[config.mk]
export PLATFORM = sky130hd
export DESIGN_NAME = serial_subtractor
export DESIGN_NICKNAME = d
export VERILOG_FILES = /design/src/rtl/serial_subtractor_pkg.sv /design/src/rtl/serial_subtractor_fs_cell.sv /design/src/rtl/serial_subtractor.sv
export SDC_FILE = /design/constraint.sdc
export NUM_CORES = 1
export LEC_CHECK = 0
export CAP_MARGIN = 20
export CELL_PAD_IN_SITES_DETAIL_PLACEMENT = 1
export CELL_PAD_IN_SITES_GLOBAL_PLACEMENT = 2
export CORE_MARGIN = 5
export CORE_UTILIZATION = 32
export CTS_BUF_LIST = sky130_fd_sc_hd__clkbuf_8 sky130_fd_sc_hd__clkbuf_16
export DETAILED_ROUTE_END_ITERATION = 16
export PLACE_DENSITY = 0.87
export SETUP_SLACK_MARGIN = 0.1
export SYNTH_ARGS = -nofsm -noshare
export SYNTH_HDL_FRONTEND = slang
export SYNTH_SLANG_ARGS = --single-unit
[constraint.sdc]
create_clock -name clk -period 3.8 [get_ports clk]
set_input_delay 0.38 -clock clk [delete_from_list [all_inputs] [get_ports clk]]
set_output_delay 0.38 -clock clk [all_outputs]
set_load 0.01 [all_outputs]
[src/rtl/serial_subtractor_pkg.sv]
// Shared definitions for the bit-serial subtractor.
//   state_t       : FSM state encoding (IDLE, RUN, DONE)
//   DEFAULT_WIDTH : default operand/result width
package serial_subtractor_pkg;

  typedef enum logic [1:0] {
    IDLE = 2'd0,
    RUN  = 2'd1,
    DONE = 2'd2
  } state_t;

  localparam int DEFAULT_WIDTH = 8;

endpackage

[src/rtl/serial_subtractor_fs_cell.sv]
// One-bit combinational full subtractor: computes a - b - bin.
//   a, b, bin : minuend bit, subtrahend bit, borrow in
//   d         : difference bit
//   bout      : borrow out
module fs_cell (
  input  logic a,
  input  logic b,
  input  logic bin,
  output logic d,
  output logic bout
);

  assign d    = a ^ b ^ bin;
  // Borrow when a=0,b=1, or when a==b and a borrow is already pending.
  assign bout = (~a & b) | (~(a ^ b) & bin);

endmodule

[src/rtl/serial_subtractor.sv]
// Bit-serial WIDTH-bit subtractor, one bit per clock, LSB first.
//   clk, rst                  : clock, synchronous active-high reset
//   in_valid/in_ready         : operand handshake (a, b, borrow_in)
//   out_valid/out_ready       : result handshake (diff, borrow_out)
//   diff                      : (a - b - borrow_in) mod 2^WIDTH
//   borrow_out                : 1 iff a < b + borrow_in
//   busy                      : high while an operation is in RUN or DONE
module serial_subtractor
  import serial_subtractor_pkg::*;
#(
  parameter int WIDTH = DEFAULT_WIDTH
) (
  input  logic             clk,
  input  logic             rst,
  input  logic             in_valid,
  output logic             in_ready,
  input  logic [WIDTH-1:0] a,
  input  logic [WIDTH-1:0] b,
  input  logic             borrow_in,
  output logic             out_valid,
  input  logic             out_ready,
  output logic [WIDTH-1:0] diff,
  output logic             borrow_out,
  output logic             busy
);

  localparam int CNT_W = (WIDTH > 1) ? $clog2(WIDTH) : 1;
  localparam logic [CNT_W-1:0] LAST_BIT = CNT_W'(WIDTH - 1);

  state_t           state_reg, state_next;
  logic [WIDTH-1:0] a_sr_reg, a_sr_next;
  logic [WIDTH-1:0] b_sr_reg, b_sr_next;
  logic [WIDTH-1:0] result_reg, result_next;
  logic [WIDTH-1:0] diff_reg, diff_next;
  logic             brw_reg, brw_next;
  logic             borrow_out_reg, borrow_out_next;
  logic [CNT_W-1:0] count_reg, count_next;

  logic             cell_d;
  logic             cell_bout;
  logic [WIDTH-1:0] result_shift;

  fs_cell u_fs_cell (
    .a    (a_sr_reg[0]),
    .b    (b_sr_reg[0]),
    .bin  (brw_reg),
    .d    (cell_d),
    .bout (cell_bout)
  );

  // New difference bit enters at the MSB; after WIDTH shifts the first
  // (LSB) bit has walked down to position 0.
  always_comb begin
    result_shift            = result_reg >> 1;
    result_shift[WIDTH-1]   = cell_d;
  end

  always_ff @(posedge clk) begin
    if (rst) begin
      state_reg      <= IDLE;
      a_sr_reg       <= '0;
      b_sr_reg       <= '0;
      result_reg     <= '0;
      diff_reg       <= '0;
      brw_reg        <= 1'b0;
      borrow_out_reg <= 1'b0;
      count_reg      <= '0;
    end else begin
      state_reg      <= state_next;
      a_sr_reg       <= a_sr_next;
      b_sr_reg       <= b_sr_next;
      result_reg     <= result_next;
      diff_reg       <= diff_next;
      brw_reg        <= brw_next;
      borrow_out_reg <= borrow_out_next;
      count_reg      <= count_next;
    end
  end

  always_comb begin
    state_next      = state_reg;
    a_sr_next       = a_sr_reg;
    b_sr_next       = b_sr_reg;
    result_next     = result_reg;
    diff_next       = diff_reg;
    brw_next        = brw_reg;
    borrow_out_next = borrow_out_reg;
    count_next      = count_reg;

    case (state_reg)
      IDLE: begin
        if (in_valid) begin
          a_sr_next  = a;
          b_sr_next  = b;
          brw_next   = borrow_in;
          count_next = '0;
          state_next = RUN;
        end
      end
      RUN: begin
        a_sr_next   = a_sr_reg >> 1;
        b_sr_next   = b_sr_reg >> 1;
        result_next = result_shift;
        brw_next    = cell_bout;
        count_next  = count_reg + CNT_W'(1);
        if (count_reg == LAST_BIT) begin
          // Output registers are separate from the working result so the
          // presented value survives the next operation until it completes.
          diff_next       = result_shift;
          borrow_out_next = cell_bout;
          state_next      = DONE;
        end
      end
      DONE: begin
        if (out_ready) begin
          state_next = IDLE;
        end
      end
      default: begin
        state_next = IDLE;
      end
    endcase
  end

  assign in_ready   = (state_reg == IDLE) && !rst;
  assign out_valid  = (state_reg == DONE);
  assign busy       = (state_reg != IDLE);
  assign diff       = diff_reg;
  assign borrow_out = borrow_out_reg;

endmodule
### Yosys cells after proc, flatten, opt, wreduce, memory -nomap -nowiden

Cells that the tools add are included.

* word-level logic and storage cells: 42
* input port bits: 21
* bits in registers: 39

* add/sub/neg operators: 1
* equal/unequal tests: 6
* bitwise logic cells: 7
* reductions and logical operators: 8
* mux-type cells: 12

Operators with widths (count)
* 8-bit case mux with 2 select lines: 2
* 8-bit 2-to-1 mux: 2
* 2-bit 2-to-1 mux: 3
* 2-bit case mux with 3 select lines: 1
* 3-bit case mux with 2 select lines: 1
* 2-bit inequality test, second input constant: 2
* 2-bit AND reduction: 2
* 2-bit nonzero test: 2
* 3-bit by 1-bit adder with 3-bit output, second input constant: 1
* 3-bit == test, second input constant: 1
* 3-bit 2-to-1 mux: 1
* 3-bit AND reduction: 1
* 1-bit AND: 2
* 2-bit by 1-bit == test with 1-bit output, second input constant: 1
* 2-bit == test, second input constant: 1
* 2-bit logical NOT: 1
* 2-bit by 1-bit inequality test with 1-bit output, second input constant: 1
* 1-bit inverter: 2
* 1-bit case mux with 2 select lines: 1
* 1-bit bitwise XOR: 2
* 1-bit logical AND: 1
* 1-bit logical NOT: 1
* 1-bit 2-to-1 mux: 1
* 1-bit bitwise OR: 1

### Logic depth before layout (Yosys ltp)

Gate-level depths: netlist (run 1).

* depth in word-level cells: 5
* mapped depth: 6
* depth with buffers taken out: 5

### Cells and area by module

From an unflattened synthesis (run 1), not the netlist that was laid out.

* cell total of the unflattened synthesis: 177
* area, all modules: 1587.8 sq um

Modules (own cells, without submodules)
* serial_subtractor: area each 1556.5 sq um, cells each 173, instances 1
* fs_cell: area each 31.3 sq um, cells each 4, instances 1

### Worst setup path after synthesis (run 1)

OpenSTA, ideal clock, no wires.

* path type: register -> register
* start point: reg count_reg[0]
* end point: reg borrow_out_reg, in the netlist borrow_out
* setup slack: 2.598 ns
* library setup time: 0.091 ns
* data required time: 3.709 ns
* data arrival time: 1.111 ns
* stages on the path, launching flop included: 5
* path through: dfxtp_1 > ha_1 > ha_1 > clkbuf_1 > a311oi_1

* longest elaborated chain between the ends: 2

RTL lines
* start, declared: RTL line serial_subtractor.sv:37 `logic [CNT_W-1:0] count_reg, count_next;`
* start signal, assigned: RTL line serial_subtractor.sv:76 `count_reg <= count_next;`
* 3-bit == test: RTL line serial_subtractor.sv:106 `if (count_reg == LAST_BIT) begin`
* 2-bit AND reduction (no source line)
* end signal, assigned: RTL line serial_subtractor.sv:75 `borrow_out_reg <= borrow_out_next;`
* end, declared: RTL line serial_subtractor.sv:36 `logic borrow_out_reg, borrow_out_next;`

No other way between the ends.
A chain may end at the register's enable or synchronous reset.

### Worst setup path after layout (run 1)

* start point: in rst
* end point: out in_ready

* longest elaborated chain between the ends: 2

RTL lines
* start, declared: RTL line serial_subtractor.sv:14 `input logic rst,`
* 1-bit logical NOT: RTL line serial_subtractor.sv:125 `assign in_ready = (state_reg == IDLE) && !rst;`
* 1-bit logical AND: RTL line serial_subtractor.sv:125
* end, declared: RTL line serial_subtractor.sv:16 `output logic in_ready,`

No other way between the ends.

==> results of run 1 <==
==> worst max-delay path: stages <==
cell and delay [ns]:
clkdlybuf4s50_1 0.45, buf_4 0.36, nor2_1 0.09, clkdlybuf4s50_1 0.49
==> how the worst max path moves through the flow <==
| stage | from | endpoint | depth (start not counted) | slack, ns |
|---|---|---|---|---|
| 6_report | rst | in_ready | 4 | 1.65 |
| 3_3_place_gp | rst | in_ready | 4 | 1.65 |
| 3_5_place_dp | rst | in_ready | 4 | 1.63 |
| 2_1_floorplan | count_reg[0] | borrow_out | 4 | 2.60 |
| 5_1_grt | rst | in_ready | 4 | 1.57 |
| 4_1_cts | rst | in_ready | 4 | 1.63 |
==> area by class of cell <==
cell class | count | area (µm²)
Tap cell | 67 | 83.8
Inverter | 17 | 63.8
Sequential cell | 38 | 761
Clock inverter | 2 | 12.5
Clock buffer | 6 | 82.6
Fill cell | 572 | 2770
Timing Repair Buffer | 33 | 328
Multi-Input combinational cell | 104 | 649
==> routing by layer <==
layer | vias up | wire length (µm) | share of wire [%] | GRT usage [%]
met5 | - | 0 | 0 | 0
met4 | 0 | 37 | 0.98 | 3.55
met3 | 6 | 178 | 4.7 | 3.72
met2 | 22 | 1920 | 51 | 21.7
met1 | 636 | 1630 | 43 | 14.2
li1 | 646 | - | - | -
==> metrics by stage <==
stage | instance area [µm²] | hold WS, ns
2_1_floorplan | 1570 | 0.437
3_3_place_gp | 1890 | 0.446
3_5_place_dp | 1890 | 0.456
4_1_cts | 1980 | 0.467
5_1_grt | 1980 | 0.496
6_report | 1980 | 0.460
==> report_power, final <==
part	switching (W)	internal, W
Sequential	0.0000130	0.000418
Clock	0.000145	0.000146
Combinational	0.0000461	0.0000494
Total	0.000204	0.000613
==> cells in the mapped netlist <==
cell type,n
dfxtp_1,38
a21oi_1,31
nand2_1,23
inv_1,17
o221a_2,15
nor2_1,9
nand3_1,8
buf_6,6
clkbuf_1,5
a22oi_1,4
ha_1,2
nand2b_1,2
a211oi_1,1
a21oi_2,1
a311oi_1,1
buf_4,1
fa_1,1
mux2i_1,1
nand3b_1,1
nor2b_1,1
nor2b_4,1
nor3b_1,1
o21bai_1,1
==> cells by family after synthesis <==
family / after synthesis / synth area share [%]
AOI/OAI and AO/OA: 54 / 24.7
muxes: 1 / 0.638
buffers and inverters: 29 / 10.1
adders and majority gates: 3 / 2.87
and+or+nand+nor: 46 / 13.2
DFF: 38 / 48.5
==> impl_metrics.env, run 1 <==
export IMPL_layout_commonest_cell="dfxtp_1"
export IMPL_reg2reg_from="state_reg[0]"
export IMPL_ys_seq_area_share_pct=48.5
export IMPL_synthCells=171
export IMPL_num_rows=25
export IMPL_postRouteAntennaNets=0
export IMPL_h_tree_depth=2
export IMPL_first_pass_iters=4
export IMPL_clk_pin_slew_ns=0.07
export IMPL_numPortBuffers=32
export IMPL_grt_usage_pct=12.3
export IMPL_worst_pin_slew_ns=0.974
export IMPL_die_h_um=80.0
export IMPL_gp_congestion=0.751
export IMPL_layout_common_cells="38 x dfxtp_1, 32 x clkdlybuf4s50_1, 31 x a21oi_1"
export IMPL_yosys_top_cells_area="dfxtp_1 49%, o221a_2 11%, a21oi_1 9.9%"
export IMPL_cts_made_buffers=5
export IMPL_slew_headroom_pct=34.8
export IMPL_routed_wl_um=3770
export IMPL_cts_tree="done"
export IMPL_cp_required_ns=3.42
export IMPL_holdCritPathClass="flip-flop to flip-flop"
export IMPL_dp_worst_setup_slack_ns=1.63
export IMPL_vias=1310
export IMPL_rsz0062_at_grt="no"
export IMPL_power_w=0.000817
export IMPL_final_max_slew_viol_count=0
export IMPL_powerDensity_nw_per_um2=412
export IMPL_drtIter0Drc=96
export IMPL_cts_max_path_buffers=2
export IMPL_drt_vias_per_instance=4.91
export IMPL_post_cts_setup_buffers=0
export IMPL_cts_sinks=38
export IMPL_cp_max_fo=39
export IMPL_endpoint_kind="output port"
export IMPL_finalHoldViolations=0
export IMPL_diodes=0
export IMPL_area_growth_pct=26.3
export IMPL_cts_resized=0
export IMPL_grt_max_degree=40
export IMPL_synth_top_area_share_pct=48.5
export IMPL_cts_root_buf="clkbuf_8"
export IMPL_syn_area_um2=1570
export IMPL_fin_crit_ns=2.15
export IMPL_critical_path_class="input port to output port"
export IMPL_gr_total_overflow=0
export IMPL_start_util_pct=33.0
export IMPL_ys_types=23
export IMPL_critPathLaunchType="input port"
export IMPL_max_freq_ghz=0.464
export IMPL_dp_hpwl_um=2650
export IMPL_cp_arrival_ns=1.77
export IMPL_yosys_warnings=0
export IMPL_holdPathEnd="diff[3]"
export IMPL_ctsHoldBuffers=0
export IMPL_grt_pass1_wl_um=6270
export IMPL_route_detailed_drc=0
export IMPL_ioPinCount=33
export IMPL_die_width_um=80.0
export IMPL_clock_skew_ns=0.00356
export IMPL_tns_ns=0
export IMPL_syn_nets=195
export IMPL_antenna_found_initial=0
export IMPL_stdcell_count=267
export IMPL_status="finished clean"
export IMPL_finalCritPeriodShare_pct=56.7
export IMPL_min_delay_start="diff[3]"
export IMPL_r2r_end="b_sr_reg[5]"
export IMPL_routedWlPerCell_um=14.1
export IMPL_syn_avg_cell_area_um2=9.17
export IMPL_yosysTopAreaCell="dfxtp_1"
export IMPL_grt_pass1_vias=1393
export IMPL_dieArea_um2=6400
export IMPL_finalSetupViolations=0
export IMPL_place_inst=259
export IMPL_utilization_pct=41.7
export IMPL_maxCapViolations=0
export IMPL_p_leak_nw=0.713
export IMPL_core_area_um2=4750
export IMPL_fin_ws_ns=1.65
export IMPL_drive_above_1_share_pct=13.0
export IMPL_peakVddDrop_uv=180
export IMPL_reg2regPathDepth=3
export IMPL_ys_ff_latch=38
export IMPL_insertion_delay_ns=0.29
export IMPL_fin_nets=223
export IMPL_hold_path_cell_count=2
export IMPL_regToRegSetupSlack_ns=2.06
(Power assumes the default switching activity.)
==> run 2, diff against run 1 <==
CORE_UTILIZATION = 30   (was 32)
PLACE_DENSITY = 0.83   (was 0.87)
clock period = 2.1 ns   (was 3.8 ns; I/O delays follow)
==> run 2 against run 1 <==
Net effect:
- clock-buffer cell count fell by 1
- highest routed layer unchanged
- combinational power rose by 87%
- clock skew rose by 0.00064 ns
- largest cell class unchanged
- sequential power increased by 81%
- via count down 0.84%
- cell count increased by 2.2%
- critical path depth did not move
- first-iteration DRC count shrank 20%
- design area rose by 0.76%
==> impl_metrics.env, run 2 (synthesis gave the netlist of run 1 again) <==
export IMPL_final_max_slew_viol_count=0
export IMPL_finalSetupViolations=0
export IMPL_postRouteAntennaNets=0
export IMPL_max_freq_ghz=0.564
export IMPL_cts_root_buf="clkbuf_8"
export IMPL_ioPinCount=33
export IMPL_cp_arrival_ns=1.56
export IMPL_fin_crit_ns=1.77
export IMPL_critPathLaunchType="flip-flop"
export IMPL_post_cts_setup_buffers=0
export IMPL_reg2regPathDepth=3
export IMPL_holdPathEnd="diff[5]"
export IMPL_h_tree_depth=2
export IMPL_crit_top_cell="nor2_1"
export IMPL_num_rows=26
export IMPL_crit_chain="nor2_1, inv_1, nor2_1, clkdlybuf4s50_1"
export IMPL_ctsHoldBuffers=0
export IMPL_grt_usage_pct=12.5
export IMPL_maxCapViolations=0
export IMPL_vias=1299
export IMPL_place_inst=266
export IMPL_drt_vias_per_instance=4.76
export IMPL_core_area_um2=5110
export IMPL_route_detailed_drc=0
export IMPL_layout_common_cells="38 x dfxtp_1, 32 x clkdlybuf4s50_1, 31 x a21oi_1"
export IMPL_diodes=0
export IMPL_die_width_um=82.3
export IMPL_holdCritPathClass="flip-flop to flip-flop"
export IMPL_powerDensity_nw_per_um2=711
export IMPL_peakVddDrop_uv=297
export IMPL_first_pass_iters=4
export IMPL_fin_nets=227
export IMPL_stdcell_count=273
export IMPL_tns_ns=0
export IMPL_antenna_found_initial=0
export IMPL_cp_max_fo=8
export IMPL_layout_commonest_cell="dfxtp_1"
export IMPL_reg2reg_from="state_reg[0]"
export IMPL_hold_path_cell_count=2
export IMPL_status="finished clean"
export IMPL_cts_sinks=38
export IMPL_die_h_um=82.3
export IMPL_numPortBuffers=32
export IMPL_routedWlPerCell_um=13.2
export IMPL_drtIter0Drc=77
export IMPL_finalHoldViolations=0
export IMPL_dieArea_um2=6770
export IMPL_critical_path_class="flip-flop to output port"
export IMPL_grt_pass1_wl_um=6280
export IMPL_insertion_delay_ns=0.29
export IMPL_cp_required_ns=1.89
export IMPL_min_delay_start="diff[5]"
export IMPL_slowest_delay_ns=0.55
export IMPL_area_growth_pct=27.3
export IMPL_endpoint_kind="output port"
export IMPL_gp_congestion=0.676
export IMPL_worst_pin_slew_ns=0.998
export IMPL_clk_pin_slew_ns=0.07
export IMPL_routed_wl_um=3620
export IMPL_finalCritPeriodShare_pct=84.4
export IMPL_drive_above_1_share_pct=13.3
export IMPL_clock_skew_ns=0.00420
export IMPL_cts_resized=0
export IMPL_slew_headroom_pct=33.2
export IMPL_cts_made_buffers=5
export IMPL_gr_total_overflow=0
export IMPL_r2r_end="a_sr_reg[1]"
export IMPL_start_util_pct=30.7
export IMPL_dp_hpwl_um=2480
export IMPL_p_leak_nw=0.733
export IMPL_regToRegSetupSlack_ns=0.37
export IMPL_grt_pass1_vias=1334
export IMPL_cts_tree="done"
export IMPL_cts_max_path_buffers=2
export IMPL_rsz0062_at_grt="no"
export IMPL_grt_max_degree=39
export IMPL_power_w=0.00142
export IMPL_slowest_stage="clkdlybuf4s50_1"
## run 2: power by group
group / internal (W) / switching, W / total [W]
combinational: 0.0000943 / 0.0000848 / 0.000179
clock: 0.000219 / 0.000244 / 0.000462
sequential: 0.000756 / 0.0000224 / 0.000778
total: 0.00107 / 0.000351 / 0.00142
## run 2: how the worst max path moves through the flow
| stage | startpoint | end | slack, ns | cells after the start |
|---|---|---|---|---|
| after floorplan | count_reg[0] | borrow_out | 0.90 | 4 |
| after global placement | in_valid | a_sr_reg[0] | 0.14 | 4 |
| after detailed placement | in_valid | a_sr_reg[1] | 0.12 | 4 |
| after CTS | state_reg[1] | in_ready | 0.29 | 4 |
| after global routing | state_reg[0] | a_sr_reg[4] | 0.17 | 3 |
| final | state_reg[1] | in_ready | 0.33 | 4 |
## run 2: critical path, delay by kind of cell (launching register included)
| kind | cells | cell delay (ns) |
|---|---|---|
| buf+inv | 2 | 0.62 |
| flops | 1 | 0.39 |
| simple gates | 2 | 0.27 |
## run 2: through the flow
step                utilization [%]  worst slack [ns]  hold slack [ns]  cell area [µm²]
floorplan                         -             0.898            0.371             1570
global placement               37.6             0.139            0.444             1920
detailed placement             37.6             0.117            0.449             1920
CTS                            39.1             0.288            0.459             2000
global route                   39.1             0.168            0.488             2000
finish                         39.1             0.327            0.456             2000
## run 2: cell type report
| type | count | area, µm² |
|---|---|---|
| sequential | 38 | 761 |
| tap | 70 | 87.6 |
| timing repair buffer | 37 | 358 |
| multi-input combinational | 104 | 649 |
| clock buffer | 5 | 68.8 |
| fill | 608 | 3110 |
| inverter | 17 | 63.8 |
| clock inverter | 2 | 7.51 |
## run 2: layer usage
metal / vias to the layer above / wire (µm) / GRT usage (%)
met4: 0 / 61 / 4.49
met5: - / 0 / 0
met1: 606 / 1600 / 15.0
li1: 656 / - / -
met2: 29 / 1710 / 19.6
met3: 8 / 243 / 5.53
